### config.mk
export PLATFORM = sky130hd
export DESIGN_NAME = rect_motion_ctrl
export DESIGN_NICKNAME = d
export VERILOG_FILES = /design/src/rtl/rect_pkg.sv /design/src/rtl/rect_axis_step.sv /design/src/rtl/rect_motion_ctrl.sv
export SDC_FILE = /design/constraint.sdc
export NUM_CORES = 1
export LEC_CHECK = 0
export CAP_MARGIN = 30
export CORE_MARGIN = 5
export CORE_UTILIZATION = 55
export CTS_CLUSTER_DIAMETER = 30
export CTS_CLUSTER_SIZE = 40
export DETAILED_ROUTE_END_ITERATION = 8
export GPL_TIMING_DRIVEN = 0
export PLACE_DENSITY = 0.83
export SYNTH_ARGS = -nofsm -noshare
export SYNTH_HDL_FRONTEND = slang
export SYNTH_SLANG_ARGS = --single-unit
export TNS_END_PERCENT = 20
### constraint.sdc
create_clock -name i_clk -period 4.22 [get_ports i_clk]
set_input_delay 0.422 -clock i_clk [delete_from_list [all_inputs] [get_ports i_clk]]
set_output_delay 0.422 -clock i_clk [all_outputs]
set_load 0.01 [all_outputs]
### src/rtl/rect_pkg.sv
// Shared types and constants for the rectangle motion controller.
package rect_pkg;

    // Co-ordinate and step widths
    localparam int unsigned COORD_W = 12;
    localparam int unsigned STEP_W  = 4;

    // Display defaults for the 640x480 test pattern
    localparam int unsigned DISP_W_DEF = 640;
    localparam int unsigned DISP_H_DEF = 480;

    // Update sequencer states
    typedef enum logic [1:0] {
        StIdle   = 2'd0,
        StCalc   = 2'd1,
        StCommit = 2'd2
    } rect_state_e;

endpackage

### src/rtl/rect_axis_step.sv
// One-axis motion step: advances a position by the step in the current
// direction and bounces it off [min, max], flagging a direction flip.
module rect_axis_step
    import rect_pkg::*;
(
    input  logic [COORD_W-1:0] i_p,
    input  logic               i_dir,
    input  logic [STEP_W-1:0]  i_s,
    input  logic [COORD_W-1:0] i_min,
    input  logic [COORD_W-1:0] i_max,
    output logic [COORD_W-1:0] o_p,
    output logic               o_dir,
    output logic               o_flip
);

    logic [COORD_W-1:0] s_ext;
    assign s_ext = {{(COORD_W - STEP_W){1'b0}}, i_s};

    // Positions are always held inside [min, max], so p+s and min+s never wrap.
    always_comb begin
        o_p    = i_p;
        o_dir  = i_dir;
        o_flip = 1'b0;
        if (i_s != '0) begin
            if (i_dir) begin
                if (i_p + s_ext >= i_max) begin
                    o_p    = i_max;
                    o_dir  = 1'b0;
                    o_flip = 1'b1;
                end else begin
                    o_p = i_p + s_ext;
                end
            end else begin
                if (i_p <= i_min + s_ext) begin
                    o_p    = i_min;
                    o_dir  = 1'b1;
                    o_flip = 1'b1;
                end else begin
                    o_p = i_p - s_ext;
                end
            end
        end
    end

endmodule

### src/rtl/rect_motion_ctrl.sv
// Frame-synchronous bouncing-rectangle controller. Advances the centre once
// per frame strobe, accepts host config in IDLE, and publishes edges only in
// COMMIT so the pixel compare never sees a half-updated rectangle.
// Optional macro RECT_BOUNCE_CNT_EN adds o_bounce_cnt (axis flips per update).
module rect_motion_ctrl
    import rect_pkg::*;
#(
    parameter int unsigned H_WIDTH  = 100,
    parameter int unsigned H_HEIGHT = 75,
    parameter int unsigned IX       = 320,
    parameter int unsigned IY       = 240,
    parameter bit          IX_DIR   = 1'b1,
    parameter bit          IY_DIR   = 1'b1,
    parameter int unsigned ISTEP    = 1,
    parameter int unsigned D_WIDTH  = DISP_W_DEF,
    parameter int unsigned D_HEIGHT = DISP_H_DEF
) (
    input  logic               i_clk,
    input  logic               i_rst_n,
    input  logic               i_frame_stb,
    input  logic               i_animate,
    input  logic               i_cfg_valid,
    output logic               o_cfg_ready,
    input  logic [COORD_W-1:0] i_cfg_x,
    input  logic [COORD_W-1:0] i_cfg_y,
    input  logic               i_cfg_x_dir,
    input  logic               i_cfg_y_dir,
    input  logic [STEP_W-1:0]  i_cfg_step,
    output logic [COORD_W-1:0] o_x1,
    output logic [COORD_W-1:0] o_x2,
    output logic [COORD_W-1:0] o_y1,
    output logic [COORD_W-1:0] o_y2,
    output logic               o_busy
`ifdef RECT_BOUNCE_CNT_EN
    ,
    output logic [15:0]        o_bounce_cnt
`endif
);

    localparam logic [COORD_W-1:0] HALF_W = COORD_W'(H_WIDTH / 2);
    localparam logic [COORD_W-1:0] HALF_H = COORD_W'(H_HEIGHT / 2);
    localparam logic [COORD_W-1:0] XMIN   = HALF_W;
    localparam logic [COORD_W-1:0] XMAX   = COORD_W'(D_WIDTH - 1 - H_WIDTH / 2);
    localparam logic [COORD_W-1:0] YMIN   = HALF_H;
    localparam logic [COORD_W-1:0] YMAX   = COORD_W'(D_HEIGHT - 1 - H_HEIGHT / 2);
    localparam logic [COORD_W-1:0] RST_X  = COORD_W'(IX);
    localparam logic [COORD_W-1:0] RST_Y  = COORD_W'(IY);
    localparam logic [STEP_W-1:0]  RST_S  = STEP_W'(ISTEP);

    rect_state_e        state_q;
    logic [COORD_W-1:0] x_q, y_q;
    logic               xdir_q, ydir_q;
    logic [STEP_W-1:0]  step_q;
    logic [COORD_W-1:0] x1_q, x2_q, y1_q, y2_q;
    logic               busy_q, ready_q;

    logic [COORD_W-1:0] x_nxt, y_nxt;
    logic               xdir_nxt, ydir_nxt, x_flip, y_flip;
    logic [COORD_W-1:0] cfg_x_clamped, cfg_y_clamped;

    rect_axis_step u_axis_x (
        .i_p    (x_q),
        .i_dir  (xdir_q),
        .i_s    (step_q),
        .i_min  (XMIN),
        .i_max  (XMAX),
        .o_p    (x_nxt),
        .o_dir  (xdir_nxt),
        .o_flip (x_flip)
    );

    rect_axis_step u_axis_y (
        .i_p    (y_q),
        .i_dir  (ydir_q),
        .i_s    (step_q),
        .i_min  (YMIN),
        .i_max  (YMAX),
        .o_p    (y_nxt),
        .o_dir  (ydir_nxt),
        .o_flip (y_flip)
    );

    // Clamp host-supplied centre into the legal travel range
    always_comb begin
        cfg_x_clamped = i_cfg_x;
        cfg_y_clamped = i_cfg_y;
        if (i_cfg_x < XMIN) cfg_x_clamped = XMIN;
        else if (i_cfg_x > XMAX) cfg_x_clamped = XMAX;
        if (i_cfg_y < YMIN) cfg_y_clamped = YMIN;
        else if (i_cfg_y > YMAX) cfg_y_clamped = YMAX;
    end

    // Update sequencer: IDLE -> (CALC) -> COMMIT -> IDLE, with registered outputs
    always_ff @(posedge i_clk or negedge i_rst_n) begin
        if (!i_rst_n) begin
            state_q <= StIdle;
            x_q     <= RST_X;
            y_q     <= RST_Y;
            xdir_q  <= IX_DIR;
            ydir_q  <= IY_DIR;
            step_q  <= RST_S;
            x1_q    <= RST_X - HALF_W;
            x2_q    <= RST_X + HALF_W;
            y1_q    <= RST_Y - HALF_H;
            y2_q    <= RST_Y + HALF_H;
            busy_q  <= 1'b0;
            ready_q <= 1'b1;
        end else begin
            unique case (state_q)
                StIdle: begin
                    // Config wins over a coincident strobe; that strobe is lost
                    if (i_cfg_valid) begin
                        x_q     <= cfg_x_clamped;
                        y_q     <= cfg_y_clamped;
                        xdir_q  <= i_cfg_x_dir;
                        ydir_q  <= i_cfg_y_dir;
                        step_q  <= i_cfg_step;
                        state_q <= StCommit;
                        busy_q  <= 1'b1;
                        ready_q <= 1'b0;
                    end else if (i_frame_stb && i_animate) begin
                        state_q <= StCalc;
                        busy_q  <= 1'b1;
                        ready_q <= 1'b0;
                    end
                end
                StCalc: begin
                    x_q     <= x_nxt;
                    xdir_q  <= xdir_nxt;
                    y_q     <= y_nxt;
                    ydir_q  <= ydir_nxt;
                    state_q <= StCommit;
                end
                StCommit: begin
                    x1_q    <= x_q - HALF_W;
                    x2_q    <= x_q + HALF_W;
                    y1_q    <= y_q - HALF_H;
                    y2_q    <= y_q + HALF_H;
                    state_q <= StIdle;
                    busy_q  <= 1'b0;
                    ready_q <= 1'b1;
                end
                default: begin
                    state_q <= StIdle;
                    busy_q  <= 1'b0;
                    ready_q <= 1'b1;
                end
            endcase
        end
    end

    assign o_x1        = x1_q;
    assign o_x2        = x2_q;
    assign o_y1        = y1_q;
    assign o_y2        = y2_q;
    assign o_busy      = busy_q;
    assign o_cfg_ready = ready_q;

`ifdef RECT_BOUNCE_CNT_EN
    logic        flip_x_q, flip_y_q;
    logic [15:0] bounce_cnt_q;

    // Capture flips in CALC, fold them into the counter in COMMIT
    always_ff @(posedge i_clk or negedge i_rst_n) begin
        if (!i_rst_n) begin
            flip_x_q     <= 1'b0;
            flip_y_q     <= 1'b0;
            bounce_cnt_q <= '0;
        end else if (state_q == StIdle && i_cfg_valid) begin
            flip_x_q     <= 1'b0;
            flip_y_q     <= 1'b0;
            bounce_cnt_q <= '0;
        end else if (state_q == StCalc) begin
            flip_x_q <= x_flip;
            flip_y_q <= y_flip;
        end else if (state_q == StCommit) begin
            bounce_cnt_q <= bounce_cnt_q + {15'd0, flip_x_q} + {15'd0, flip_y_q};
            flip_x_q     <= 1'b0;
            flip_y_q     <= 1'b0;
        end
    end

    assign o_bounce_cnt = bounce_cnt_q;
`else
    logic unused_flip;
    assign unused_flip = x_flip ^ y_flip;
`endif

endmodule

=== Word level (Yosys, flattened, before mapping) ===
Cells that the tools add are included.

* Bits in read-only memories: 0
* Memories kept: 0
* Latch bits: 0
* Register bits: 82
* Input port bits: 35
* Bits in writable memories: 0
* Word-level logic and storage cells: 80
* Output and inout bits: 50

* Equality and inequality tests: 5
* $mul: 0
* Multiplexer cells: 37
* Div/mod/pow operators: 0
* Bitwise operators: 1
* Reduce and logical (&&, ||, !) cells: 7
* Magnitude comparators: 8
* Shifts and indexed selects: 0
* Add/sub/neg operators: 10

{| class="wikitable"
|+ Operator list
! kind !! count
|-
| 12-bit 2-to-1 mux || 14
|-
| 12-bit one-hot mux with 2 select lines || 2
|-
| 12-bit by 4-bit adder with 12-bit output || 2
|-
| 12-bit by 6-bit adder with 12-bit output (second input constant) || 2
|-
| 12-bit <= comparator || 2
|-
| 12-bit by 6-bit less-than comparator with 1-bit output (second input constant) || 2
|-
| 12-bit by 4-bit subtractor with 12-bit output || 2
|-
| 12-bit by 6-bit subtractor with 12-bit output (second input constant) || 2
|-
| 6-bit by 4-bit adder with 7-bit output (first input constant) || 2
|-
| 1-bit 2-to-1 mux || 14
|-
| 12-bit by 10-bit greater-or-equal comparator with 1-bit output (second input constant) || 1
|-
| 12-bit by 9-bit greater-or-equal comparator with 1-bit output (second input constant) || 1
|-
| 12-bit by 10-bit greater-than comparator with 1-bit output (second input constant) || 1
|-
| 12-bit by 9-bit greater-than comparator with 1-bit output (second input constant) || 1
|-
| 1-bit one-hot mux with 2 select lines || 4
|-
| 2-bit 2-to-1 mux || 2
|-
| 2-bit one-hot mux with 2 select lines || 1
|-
| 2-bit AND reduction || 2
|-
| 4-bit nonzero test || 1
|-
| 3-bit inequality test (second input constant) || 1
|-
| 3-bit AND reduction || 1
|-
| 2-bit by 1-bit equality test with 1-bit output (second input constant) || 1
|-
| 2-bit equality test (second input constant) || 1
|-
| 2-bit zero test || 1
|-
| other kinds (5) || 5
|}

=== Logic depth before layout (Yosys ltp) ===
* Depth in word-level cells: 6
* Depth in mapped cells: 12

=== Hierarchy ===
A second synthesis with hierarchy kept.

* Cells, all modules: 995
* Area total of the unflattened synthesis: 8,169.1 µm²

{| class="wikitable"
|+ By module, submodules not included
! module !! area each (µm²) !! seq. area each (µm²) !! cells each !! times used
|-
| rect_axis_step || 2,090.8 || 0.0 || 285 || 2
|-
| rect_motion_ctrl || 3,987.6 || 2,009.4 || 425 || 1
|}

=== Worst setup path after synthesis ===
Ideal clock, no wire load.

* Path kind: register to register
* Start point: reg step_q[1]
* End point: reg y_q[8]
* Path slack: 1.237 ns
* Stages on the path, launching flop included: 10
* Path buffers: 0
* Arrival: 2.857 ns
* Period minus slack after synthesis: 2.983 ns
* Cells stage by stage: dfrtp_1 -> inv_1 -> ha_1 -> nand2b_4 -> a211o_1 -> a21boi_1 -> a32oi_1 -> a211oi_4 -> o21ai_1 -> a221o_1

* Word-level cells in the longest chain between the ends: 6

{| class="wikitable"
|+ Ends and longest elaborated chain
! item !! RTL line !! text
|-
| start, declared || rect_motion_ctrl.sv:53 || <nowiki>logic [STEP_W-1:0] step_q;</nowiki>
|-
| start signal, assigned || rect_motion_ctrl.sv:117 || <nowiki>step_q <= i_cfg_step;</nowiki>
|-
| 12-bit by 4-bit adder with 12-bit output or 6-bit by 4-bit adder with 7-bit output (tied branches) || rect_axis_step.sv:26, rect_axis_step.sv:31, rect_axis_step.sv:34 ||
|-
| 12-bit by 9-bit greater-or-equal comparator with 1-bit output or 12-bit <= comparator (tied branches) || rect_axis_step.sv:26, rect_axis_step.sv:34 ||
|-
| 12-bit 2-to-1 mux, on equally long branches || rect_axis_step.sv:26, rect_axis_step.sv:34 ||
|-
| 12-bit 2-to-1 mux || rect_axis_step.sv:25 || <nowiki>if (i_dir) begin</nowiki>
|-
| 12-bit 2-to-1 mux || rect_axis_step.sv:24 || <nowiki>if (i_s != '0) begin</nowiki>
|-
| 12-bit one-hot mux with 2 select lines || rect_motion_ctrl.sv:109 || <nowiki>unique case (state_q)</nowiki>
|-
| end signal, assigned || rect_motion_ctrl.sv:114 || <nowiki>y_q <= cfg_y_clamped;</nowiki>
|-
| end signal, assigned || rect_motion_ctrl.sv:130 || <nowiki>y_q <= y_nxt;</nowiki>
|-
| end, declared || rect_motion_ctrl.sv:51 || <nowiki>logic [COORD_W-1:0] x_q, y_q;</nowiki>
|}

Parallel ways exist; a longest one is shown, timed or not. The select of a mux whose other input is x is not followed.
A chain may end at the register's enable or synchronous reset.

=== Worst setup path after layout ===
Ends and elaborated chain as after synthesis.

==> results.cfg <==
[status]
outcome = completed

[clock_tree]
clk_pin_slew_ns = 0.09
clock_latency_ns = 0.36
cts-htree-levels = 3
cts_sinks = 79
cts_made_buffers = 9
cts_tree = yes
cts-root-buf = clkbuf_8
cts_setup_buffers = 0
cts_resized = 0
clockBufferDepth = 2

[timing]
finalWorstSetupSlack_ns = 0.506
setup_violations = 0
rsz0062_at_grt = no
worstMarginPinSlew_ns = 0.771
fin_crit_sh_pct = 88.0
skew_ns = 0.0139
max_slew_margin_pct = 48.6
period_minus_slack_ns = 3.71
fmax_ghz = 0.269
final_max_slew_viol_count = 0
hold_violations = 0

[hold_path]
hold_class = reg2reg
hp-start = o_x2[4]$_DFFE_PN1N_

[die]
die_area_mm2 = 0.0130
ios = 85
rows = 38
coreArea_mm2 = 0.0107
initial_utilization_pct = 55.4
die_h_um = 114
fp.dieW_um = 114

[synthesis]
synth.area.top_cells = dfrtp_1 22%, dfstp_2 11%, ha_1 7.3%
syn_area_per_cell_um2 = 8.28
yosys-top-cells-count = 99 x nand2_1, 71 x o21ai_0, 54 x nor2_1
async_flop_share_pct = 100
synthDistinctLibCells = 72
synthCells = 720
synth.cell_area_mm2 = 0.00596
syn_nets = 795
yosysSeqAreaShare_pct = 33.7
yosysWarnings = 0
synth_edf_count = 0
yosysMostFrequentCell = nand2_1
synth_seq_cells = 79
synth_top_area_share_pct = 22.3
synth_ff_type = dfrtp_1
yosys.area.top_type = dfrtp_1

[final_layout]
final_layout_size_suffix_gt1_share_pct = 7.55
num-fill-cells = 917
final_cell_count_no_fill = 961
diodes = 0
syn_to_final_growth_pct = 21.6
fin_nets = 892
utilization_pct = 67.4

[detailed_routing]
first_pass_iters = 5
wl_per_cell_um = 19.7
routedLengthMet1_um = 8330
drt-vias-per-instance = 6.16
drt_iter0_markers = 571
drc_errors = 0
wl_met2_um = 8760
routed_wl_um = 18900
antenna_left = 0
num_vias = 5919
top_layer = met4
dr_wl_met3_um = 1510

[setup_path]
worst-r2r-setup-slack_ns = 0.51
endpoint_kind = flip-flop
critPathKind = reg2reg
cp_data_required_time_ns = 4.48
startpoint = step_q[1]$_DFFE_PN0P_
cp_max_fo = 10
start_kind = flip-flop
worstPathArrival_ns = 3.97
reg2reg_from = step_q[1]$_DFFE_PN0P_

[place]
gp_congestion = 0.990
dp_cells = 945
pre_cts_slack_ns = 0.588
hpwl_um = 14600
port_buffers = 84

[global_routing]
grt_pass1_wl_um = 30500
grt_antenna_before_repair = 0
grt_pass1_vias = 5832
grt_max_degree = 60
grt.total_usage_pct = 29.7
grt-ovfl-total = 0

[power]
peakVddDrop_uv = 241
p_leak_uw = 0.00295
p_total_uw = 3460
p_per_area_mw_per_mm2 = 477

[flow_run]
maxCapViolCount = 0
-- cell families after synthesis --
family                   Yosys count  synth area share [%]
flip-flops                        79                  33.7
AND/OR/NAND/NOR                  247                  19.4
AO/OA/AOI/OAI                    219                  24.1
multiplexers                       3                 0.546
adder cells (fa/ha/maj)           40                  9.03
XOR/XNOR                          56                  8.23
buffers and inverters             76                  5.04
-- worst paths after layout --
check | to | depth (start not counted)
min | o_x2[4]$_DFFE_PN1N_ | 2
max reg2reg | y_q[8]$_DFFE_PN0P_ | 9
max | y_q[8]$_DFFE_PN0P_ | 9
max in group asynchronous | o_x2[5]$_DFFE_PN1N_ | 3
min reg2reg | o_x2[4]$_DFFE_PN1N_ | 2
min in group asynchronous | step_q[1]$_DFFE_PN0P_ | 2
-- metal layers --
metal	up-vias	GRT usage, %
met1	2876	41.2
met3	40	5.97
met4	0	9.03
met5	-	0
met2	266	47.2
li1	2737	-
-- layout by cell type, fill, tap and decap left out, types with 9 or more instances in the layout --
cell | netlist | layout
dfstp_2 | 26 | 26
clkbuf_8 | 0 | 10
clkbuf_1 | 35 | 36
nor4_1 | 10 | 10
nor3_1 | 13 | 13
clkdlybuf4s50_1 | 0 | 83
xnor2_1 | 33 | 33
nand2_1 | 99 | 99
nand3_1 | 12 | 12
nor2b_1 | 16 | 16
inv_1 | 30 | 30
nand2b_1 | 12 | 12
o31ai_1 | 9 | 9
dfrtp_1 | 53 | 53
o21ai_1 | 14 | 14
a31oi_1 | 9 | 9
a21oi_1 | 35 | 35
nor2_1 | 54 | 54
xor2_1 | 23 | 23
o21ai_0 | 71 | 71
ha_1 | 35 | 35
-- state kept, by name (all words and copies together) (netlist names), 2 cells and up --
register  cells
o_x1         12
y_q          12
step_q        4
o_y2         11
x_q          12
o_y1         12
o_x2         10
state_q       2
-- cell type report --
type                            count  area [µm²]  share of cell area (%)
Clock inverter                      4        95.1                    1.31
Tap cell                          140         175                    2.42
Buffer                             44         180                    2.49
Clock buffer                       11         141                    1.95
Timing Repair Buffer               86         876                    12.1
Multi-Input combinational cell    565        3650                    50.4
Inverter                           32         120                    1.66
Sequential cell                    79        2010                    27.7
-- critical path, cell delays in order (launching register included) --
cell      delay [ns]
dfrtp_1         0.67
inv_1           0.31
ha_1            0.39
nand2b_4        0.15
a211o_1         0.34
a21boi_1        0.36
a32oi_1         0.33
a211oi_4        0.55
o21ai_1         0.13
a221o_1         0.36
-- timing repair --
item | 4_1_cts | 5_1_grt
hold buffers | 1 | 0
endpoints found under the setup margin | 0 | 0
hold endpoints to repair | 14 | 0
-- where the power goes --
group / internal (µW) / switching [µW] / leakage, µW
Clock: 406 / 299 / 0.000119
Combinational: 712 / 937 / 0.00189
Sequential: 960 / 142 / 0.000935
Total: 2080 / 1380 / 0.00295
-- stage by stage --
step	instance area, µm²	setup TNS, ns	hold WS [ns]
floorplan	5960	0	0.126
global placement	6970	-0.0418	0.456
detailed placement	7000	0	0.345
CTS	7250	0	0.481
global route	7250	0	0.503
finish	7250	0	0.481
No activity file was read; power rests on OpenSTA's default activity.
